<file path="config.mk">
export PLATFORM = sky130hd
export DESIGN_NAME = inst_cache_ctrl_flat
export DESIGN_NICKNAME = d
export VERILOG_FILES = /design/src/rtl/inst_cache_ctrl_if.sv /design/src/rtl/inst_cache_ctrl.sv /design/src/flat_wrapper.sv
export SDC_FILE = /design/constraint.sdc
export NUM_CORES = 1
export LEC_CHECK = 0
export ABC_AREA = 1
export CAP_MARGIN = 20
export CORE_ASPECT_RATIO = 1.25
export CORE_MARGIN = 2
export CORE_UTILIZATION = 53
export DETAILED_ROUTE_END_ITERATION = 8
export DONT_BUFFER_PORTS = 1
export HOLD_SLACK_MARGIN = 0.15
export PLACE_DENSITY_LB_ADDON = 0.15
export SYNTH_ARGS = -nofsm -noshare
export SYNTH_HDL_FRONTEND = slang
export SYNTH_SLANG_ARGS = --single-unit
</file>
<file path="constraint.sdc">
create_clock -name clk -period 5.2 [get_ports clk]
set_clock_uncertainty 0.05 [all_clocks]
set_input_delay 0.52 -clock clk [delete_from_list [all_inputs] [get_ports clk]]
set_output_delay 0.52 -clock clk [all_outputs]
set_load 0.03 [all_outputs]
</file>
<file path="src/rtl/inst_cache_ctrl_if.sv">
// Fetch-side and memory-side signals of the instruction cache.
// The slave modport is the cache; the master modport is the pipeline plus memory.
interface inst_cache_ctrl_if #(
    parameter int ADDR_WIDTH = 32
);
    logic [ADDR_WIDTH-1:0] cpu_addr;
    logic                  cpu_ren;
    logic                  flush;
    logic [31:0]           cpu_inst;
    logic                  cpu_stall;
    logic [ADDR_WIDTH-1:0] mem_addr;
    logic                  mem_ren;
    logic [31:0]           mem_data;
    logic                  mem_ack;
    logic [31:0]           hit_count;
    logic [31:0]           miss_count;

    modport slave (
        input  cpu_addr, cpu_ren, flush, mem_data, mem_ack,
        output cpu_inst, cpu_stall, mem_addr, mem_ren, hit_count, miss_count
    );

    modport master (
        output cpu_addr, cpu_ren, flush, mem_data, mem_ack,
        input  cpu_inst, cpu_stall, mem_addr, mem_ren, hit_count, miss_count
    );
endinterface

</file>
<file path="src/rtl/inst_cache_ctrl.sv">
// Direct-mapped, one-word-per-line instruction cache controller.
// Hits are served combinationally; a miss holds the pipeline while one memory read fills the line.
module inst_cache_ctrl #(
    parameter int INDEX_WIDTH = 4,
    parameter int ADDR_WIDTH  = 32
) (
    input  logic               clk,
    input  logic               rst,
    inst_cache_ctrl_if.slave   bus
);
    localparam int NUM_LINES = 1 << INDEX_WIDTH;
    localparam int TAG_WIDTH = ADDR_WIDTH - INDEX_WIDTH;

    typedef enum logic {
        IDLE = 1'b0,
        FILL = 1'b1
    } state_t;

    state_t                state_q, state_d;
    logic [NUM_LINES-1:0]  valid_q, valid_d;
    logic [ADDR_WIDTH-1:0] mem_addr_q, mem_addr_d;
    logic                  mem_ren_q, mem_ren_d;
    logic [31:0]           hit_count_q, hit_count_d;
    logic [31:0]           miss_count_q, miss_count_d;

    logic [TAG_WIDTH-1:0]  tag_mem  [NUM_LINES];
    logic [31:0]           data_mem [NUM_LINES];

    logic [INDEX_WIDTH-1:0] lookup_idx, fill_idx;
    logic [TAG_WIDTH-1:0]   lookup_tag, fill_tag;
    logic                   hit;
    logic                   fill_we;

    assign lookup_idx = bus.cpu_addr[INDEX_WIDTH-1:0];
    assign lookup_tag = bus.cpu_addr[ADDR_WIDTH-1:INDEX_WIDTH];
    assign fill_idx   = mem_addr_q[INDEX_WIDTH-1:0];
    assign fill_tag   = mem_addr_q[ADDR_WIDTH-1:INDEX_WIDTH];

    // An ack that coincides with a flush belongs to an aborted fill and is dropped.
    assign fill_we = (state_q == FILL) && bus.mem_ack && !bus.flush;

    // State register
    always_ff @(posedge clk) begin
        if (rst) begin
            state_q      <= IDLE;
            valid_q      <= '0;
            mem_addr_q   <= '0;
            mem_ren_q    <= 1'b0;
            hit_count_q  <= '0;
            miss_count_q <= '0;
        end else begin
            state_q      <= state_d;
            valid_q      <= valid_d;
            mem_addr_q   <= mem_addr_d;
            mem_ren_q    <= mem_ren_d;
            hit_count_q  <= hit_count_d;
            miss_count_q <= miss_count_d;
        end
    end

    always_ff @(posedge clk) begin
        if (fill_we && !rst) begin
            tag_mem[fill_idx]  <= fill_tag;
            data_mem[fill_idx] <= bus.mem_data;
        end
    end

    generate
        for (genvar gi = 0; gi < NUM_LINES; gi++) begin : g_valid
            always_comb begin
                valid_d[gi] = valid_q[gi];
                if (bus.flush) begin
                    valid_d[gi] = 1'b0;
                end else if (fill_we && (fill_idx == INDEX_WIDTH'(gi))) begin
                    valid_d[gi] = 1'b1;
                end
            end
        end
    endgenerate

    // Next-state logic
    always_comb begin
        state_d      = state_q;
        mem_addr_d   = mem_addr_q;
        mem_ren_d    = mem_ren_q;
        hit_count_d  = hit_count_q;
        miss_count_d = miss_count_q;
        if (bus.flush) begin
            state_d   = IDLE;
            mem_ren_d = 1'b0;
        end else begin
            case (state_q)
                IDLE: begin
                    if (bus.cpu_ren && !hit) begin
                        mem_addr_d   = bus.cpu_addr;
                        mem_ren_d    = 1'b1;
                        miss_count_d = miss_count_q + 32'd1;
                        state_d      = FILL;
                    end else if (hit) begin
                        hit_count_d = hit_count_q + 32'd1;
                    end
                end
                FILL: begin
                    if (bus.mem_ack) begin
                        mem_ren_d = 1'b0;
                        state_d   = IDLE;
                    end
                end
                default: state_d = IDLE;
            endcase
        end
    end

    // Outputs
    always_comb begin
        hit = !rst && bus.cpu_ren && (state_q == IDLE) && valid_q[lookup_idx]
              && (tag_mem[lookup_idx] == lookup_tag);
        bus.cpu_inst   = hit ? data_mem[lookup_idx] : 32'd0;
        bus.cpu_stall  = !rst && bus.cpu_ren && !hit;
        bus.mem_addr   = mem_addr_q;
        bus.mem_ren    = mem_ren_q;
        bus.hit_count  = hit_count_q;
        bus.miss_count = miss_count_q;
    end
endmodule
</file>
<file path="src/flat_wrapper.sv">
// flat-port wrapper written by rule: the top's interface ports become plain ports
module inst_cache_ctrl_flat 
#(
    parameter int INDEX_WIDTH = 4,
    parameter int ADDR_WIDTH  = 32
)
  (clk, rst, bus_cpu_addr, bus_cpu_ren, bus_flush, bus_mem_data, bus_mem_ack, bus_cpu_inst, bus_cpu_stall, bus_mem_addr, bus_mem_ren, bus_hit_count, bus_miss_count);
  inst_cache_ctrl_if #(.ADDR_WIDTH(ADDR_WIDTH)) bus_i ();
  input  logic clk;
  input  logic rst;
  input wire logic [$bits(bus_i.cpu_addr)-1:0] bus_cpu_addr;
  input wire logic [$bits(bus_i.cpu_ren)-1:0] bus_cpu_ren;
  input wire logic [$bits(bus_i.flush)-1:0] bus_flush;
  input wire logic [$bits(bus_i.mem_data)-1:0] bus_mem_data;
  input wire logic [$bits(bus_i.mem_ack)-1:0] bus_mem_ack;
  output wire logic [$bits(bus_i.cpu_inst)-1:0] bus_cpu_inst;
  output wire logic [$bits(bus_i.cpu_stall)-1:0] bus_cpu_stall;
  output wire logic [$bits(bus_i.mem_addr)-1:0] bus_mem_addr;
  output wire logic [$bits(bus_i.mem_ren)-1:0] bus_mem_ren;
  output wire logic [$bits(bus_i.hit_count)-1:0] bus_hit_count;
  output wire logic [$bits(bus_i.miss_count)-1:0] bus_miss_count;
  assign bus_i.cpu_addr = bus_cpu_addr;
  assign bus_i.cpu_ren = bus_cpu_ren;
  assign bus_i.flush = bus_flush;
  assign bus_i.mem_data = bus_mem_data;
  assign bus_i.mem_ack = bus_mem_ack;
  assign bus_cpu_inst = bus_i.cpu_inst;
  assign bus_cpu_stall = bus_i.cpu_stall;
  assign bus_mem_addr = bus_i.mem_addr;
  assign bus_mem_ren = bus_i.mem_ren;
  assign bus_hit_count = bus_i.hit_count;
  assign bus_miss_count = bus_i.miss_count;
  inst_cache_ctrl #(.INDEX_WIDTH(INDEX_WIDTH), .ADDR_WIDTH(ADDR_WIDTH)) u_core (.clk(clk), .rst(rst), .bus(bus_i));
endmodule
</file>
==> flow_metrics.tcl <==
set metrics [dict create \
    outcome "finished, violations left" \
    failed_checks "setup timing" \
    ys_types 34 \
    overflow 0 \
    slew_viol_final 0 \
    wl_per_cell_um 22.02 \
    placementRows 120 \
    cts_tree "done" \
    maxCapViolCount 0 \
    clk_latency_ps 690 \
    dr.pass1.iters 7 \
    drc 0 \
    fin_nets 4403 \
    sw_frac_of_total 0.2184 \
    start_util 0.5333 \
    hold_ws_ps 195.9 \
    synthTopCellsByArea "edfxtp_1 63%, nand2_1 10%, dfxtp_1 5.0%, nand3_1 4.2%, inv_1 3.4%" \
    worstSetupStartpointType "input pin" \
    vias 31530 \
    syn_nets 4390 \
    dieHeight_um 331.5 \
    yosys.area_share.simple 0.1920 \
    synthMuxAreaShare 0 \
    clock_path_buffers 3 \
    synth_cells 4319 \
    yosys.area.top_type "edfxtp_1" \
    drtAntennaViolNets 0 \
    max_slew_margin 0.2390 \
    via_per_inst 5.716 \
    crit_path_max_fanout 520 \
    synth_top_family_by_area "simple AND/OR/NAND/NOR gates" \
    synthAdderAreaFrac 0.0005502 \
    worstPathArrival_ps 4850 \
    async_flop_share 0 \
    ys.warnings.count 0 \
    hpwl_um 62330 \
    p_leak_uw 0.01926 \
    netlist_area_mm2 0.04548 \
    grt_pass1_vias 29770 \
    peakVddDrop_mv 0.3792 \
    synth_commonest_cells "1239 x nand2_1, 960 x edfxtp_1, 415 x inv_1" \
    grt_first_pass_wirelength_um 182400 \
    io_pins 199 \
    grt_setup_unrepaired "no" \
    fin_cells 5516 \
    synth-seq-cells 1074 \
    p_switching_uw 3964 \
    fmax_mhz 184.3 \
    h-tree-depth 3 \
    endpoint_kind "output pin" \
    pwr_density_cell_mw_per_mm2 356.6 \
    clkSinkCount 1074 \
    ctsResizeCount 0 \
    reg2reg_slack_ps 1420 \
    syn2layout_area_growth_pct 11.92 \
    core_area_mm2 0.08528 \
    p_clk_frac 0.424 \
    finalSetupTns_ps -1199 \
    grt_max_degree 521 \
    synth_flop_cell "edfxtp_1" \
    drt_iter0_markers 3277 \
    numCtsBuffers 104 \
    root_buffer "clkbuf_16" \
    ys_seq_area_frac 0.6840 \
    min_period_over_period 1.043 \
    antenna_found_initial 4 \
    pwr-share-comb 0.047 \
    hold_violations 0 \
    worstMarginPinSlew_ps 1142 \
    finalPower_uw 18150 \
    crit_required_ps 4630 \
    hold_class "input pin to register" \
    internal_power_uw 14190 \
    synth_edf_count 960 \
    setup_ws_ps -225.0 \
    port_buffers 0 \
    synth-xor-area-share 0.002118 \
    yosysMostFrequentCell "nand2_1" \
    layout-drive-gt1-share 0.06069 \
    syn_avg_cell_area_um2 10.53 \
    dieArea_mm2 0.08819 \
    synth_top_cell_area_share 0.6338 \
    synth_compound_area_frac 0.06124 \
    clk_pin_slew_ps 60 \
    wl_um 121500 \
    finalSetupViolCount 11 \
    grtUsageTotal 0.2725 \
    path_class "input pin to output pin" \
    dp.cells 5252 \
    die_w_um 266.0 \
    power.share.sequential 0.528 \
    place_congestion 0.8449 \
    period_minus_slack_ps 5425 \
]
path summary, 6_finish.rpt:
check,to,from,cells after the start
max reg2reg,u_core.bus.miss_count[13]$_SDFFE_PP0P_,u_core.state_q$_SDFF_PP0_,14
min reg2reg,u_core.valid_q[14]$_SDFFE_PP0P_,u_core.valid_q[14]$_SDFFE_PP0P_,2
min,u_core.data_mem[11][8]$_DFFE_PP_,rst,1
max,bus_cpu_inst[3],bus_cpu_addr[0],17
cells by family after synthesis:
family	Yosys count
AOI/OAI and AO/OA	449
xor gates and xnor gates	11
adders and majority gates	2
buffers and inverters	668
DFF	1074
and+or+nand+nor	2115
layer usage:
layer | global-route usage | wire (µm)
met5 | 0 | 27
met1 | 0.3677 | 49540
met2 | 0.4529 | 59640
met4 | 0.09180 | 3627
met3 | 0.04150 | 8635
area by class of cell:
| class | instances | area (µm²) |
|---|---|---|
| multi-input cells | 2577 | 11790 |
| fillers | 6989 | 34380 |
| repair buffers | 155 | 1572 |
| diodes | 2 | 5.005 |
| flip-flops and latches | 1074 | 31110 |
| clock inverters | 60 | 675.6 |
| inverters | 420 | 1609 |
| clock buffers | 130 | 2770 |
| well taps | 1098 | 1374 |
cell usage in the layout, fill, tap and decap left out, types with 16 or more instances in the layout:
| cell type | n |
|---|---|
| a21oi_1 | 248 |
| a221oi_1 | 102 |
| a311oi_1 | 22 |
| buf_12 | 17 |
| buf_4 | 67 |
| clkbuf_1 | 19 |
| clkbuf_16 | 104 |
| clkinv_1 | 21 |
| clkinv_2 | 18 |
| dfxtp_1 | 114 |
| dlygate4sd3_1 | 70 |
| edfxtp_1 | 960 |
| inv_1 | 414 |
| nand2_1 | 1238 |
| nand3_1 | 381 |
| nand4_1 | 60 |
| nor2_1 | 309 |
| nor2_4 | 19 |
| nor3_1 | 93 |
| o211ai_1 | 25 |
| o21ai_0 | 32 |
| o21ai_1 | 16 |
through the flow:
stage                     setup slack (ps)    util  area, µm²
after floorplan                      891.2       -      45480
after global placement               560.0  0.5477      46700
after detailed placement             544.4  0.5477      46700
after CTS                            554.9  0.5964      50860
after global routing                 330.3  0.5969      50900
final                               -225.0  0.5969      50900
repair_timing:
action | 4_1_cts | 5_1_grt
hold buffers | 70 | 1
endpoints found under the setup margin | 0 | 0
endpoints found under the hold margin | 673 | 7
buffers inserted | 0 | 0
worst max-delay path: stages:
cell and delay, ps:
inv_16 760, buf_4 340, nand2_1 80, nand2_1 70
nand2_1 50, nand3_1 100, nand3_1 170, nand2_1 120
nand2_1 50, nand2_1 60, nand2_1 50, nor2_1 180
nand2_1 80, nor2_1 250, nand2_4 430, nor3_1 680
buf_4 280
power groups by stage:
stage / clock [µW] / combinational [µW] / sequential, µW
after floorplan: 0 / 658 / 9720
after global placement: 0 / 737 / 9770
after detailed placement: 0 / 746 / 9780
after CTS: 7800 / 854 / 9590
after global routing: 8100 / 960 / 9600
final: 7700 / 861 / 9590
sequential cells by signal (all words and copies together), names as in the netlist:
| register | flops |
|---|---|
| u_core.data_mem | 512 |
| u_core.tag_mem | 448 |
| u_core.bus.hit_count | 32 |
| u_core.bus.mem_addr | 32 |
| u_core.bus.miss_count | 32 |
| u_core.valid_q | 16 |
| u_core.bus.mem_ren | 1 |
| u_core.state_q | 1 |
(Power assumes the default switching activity.)
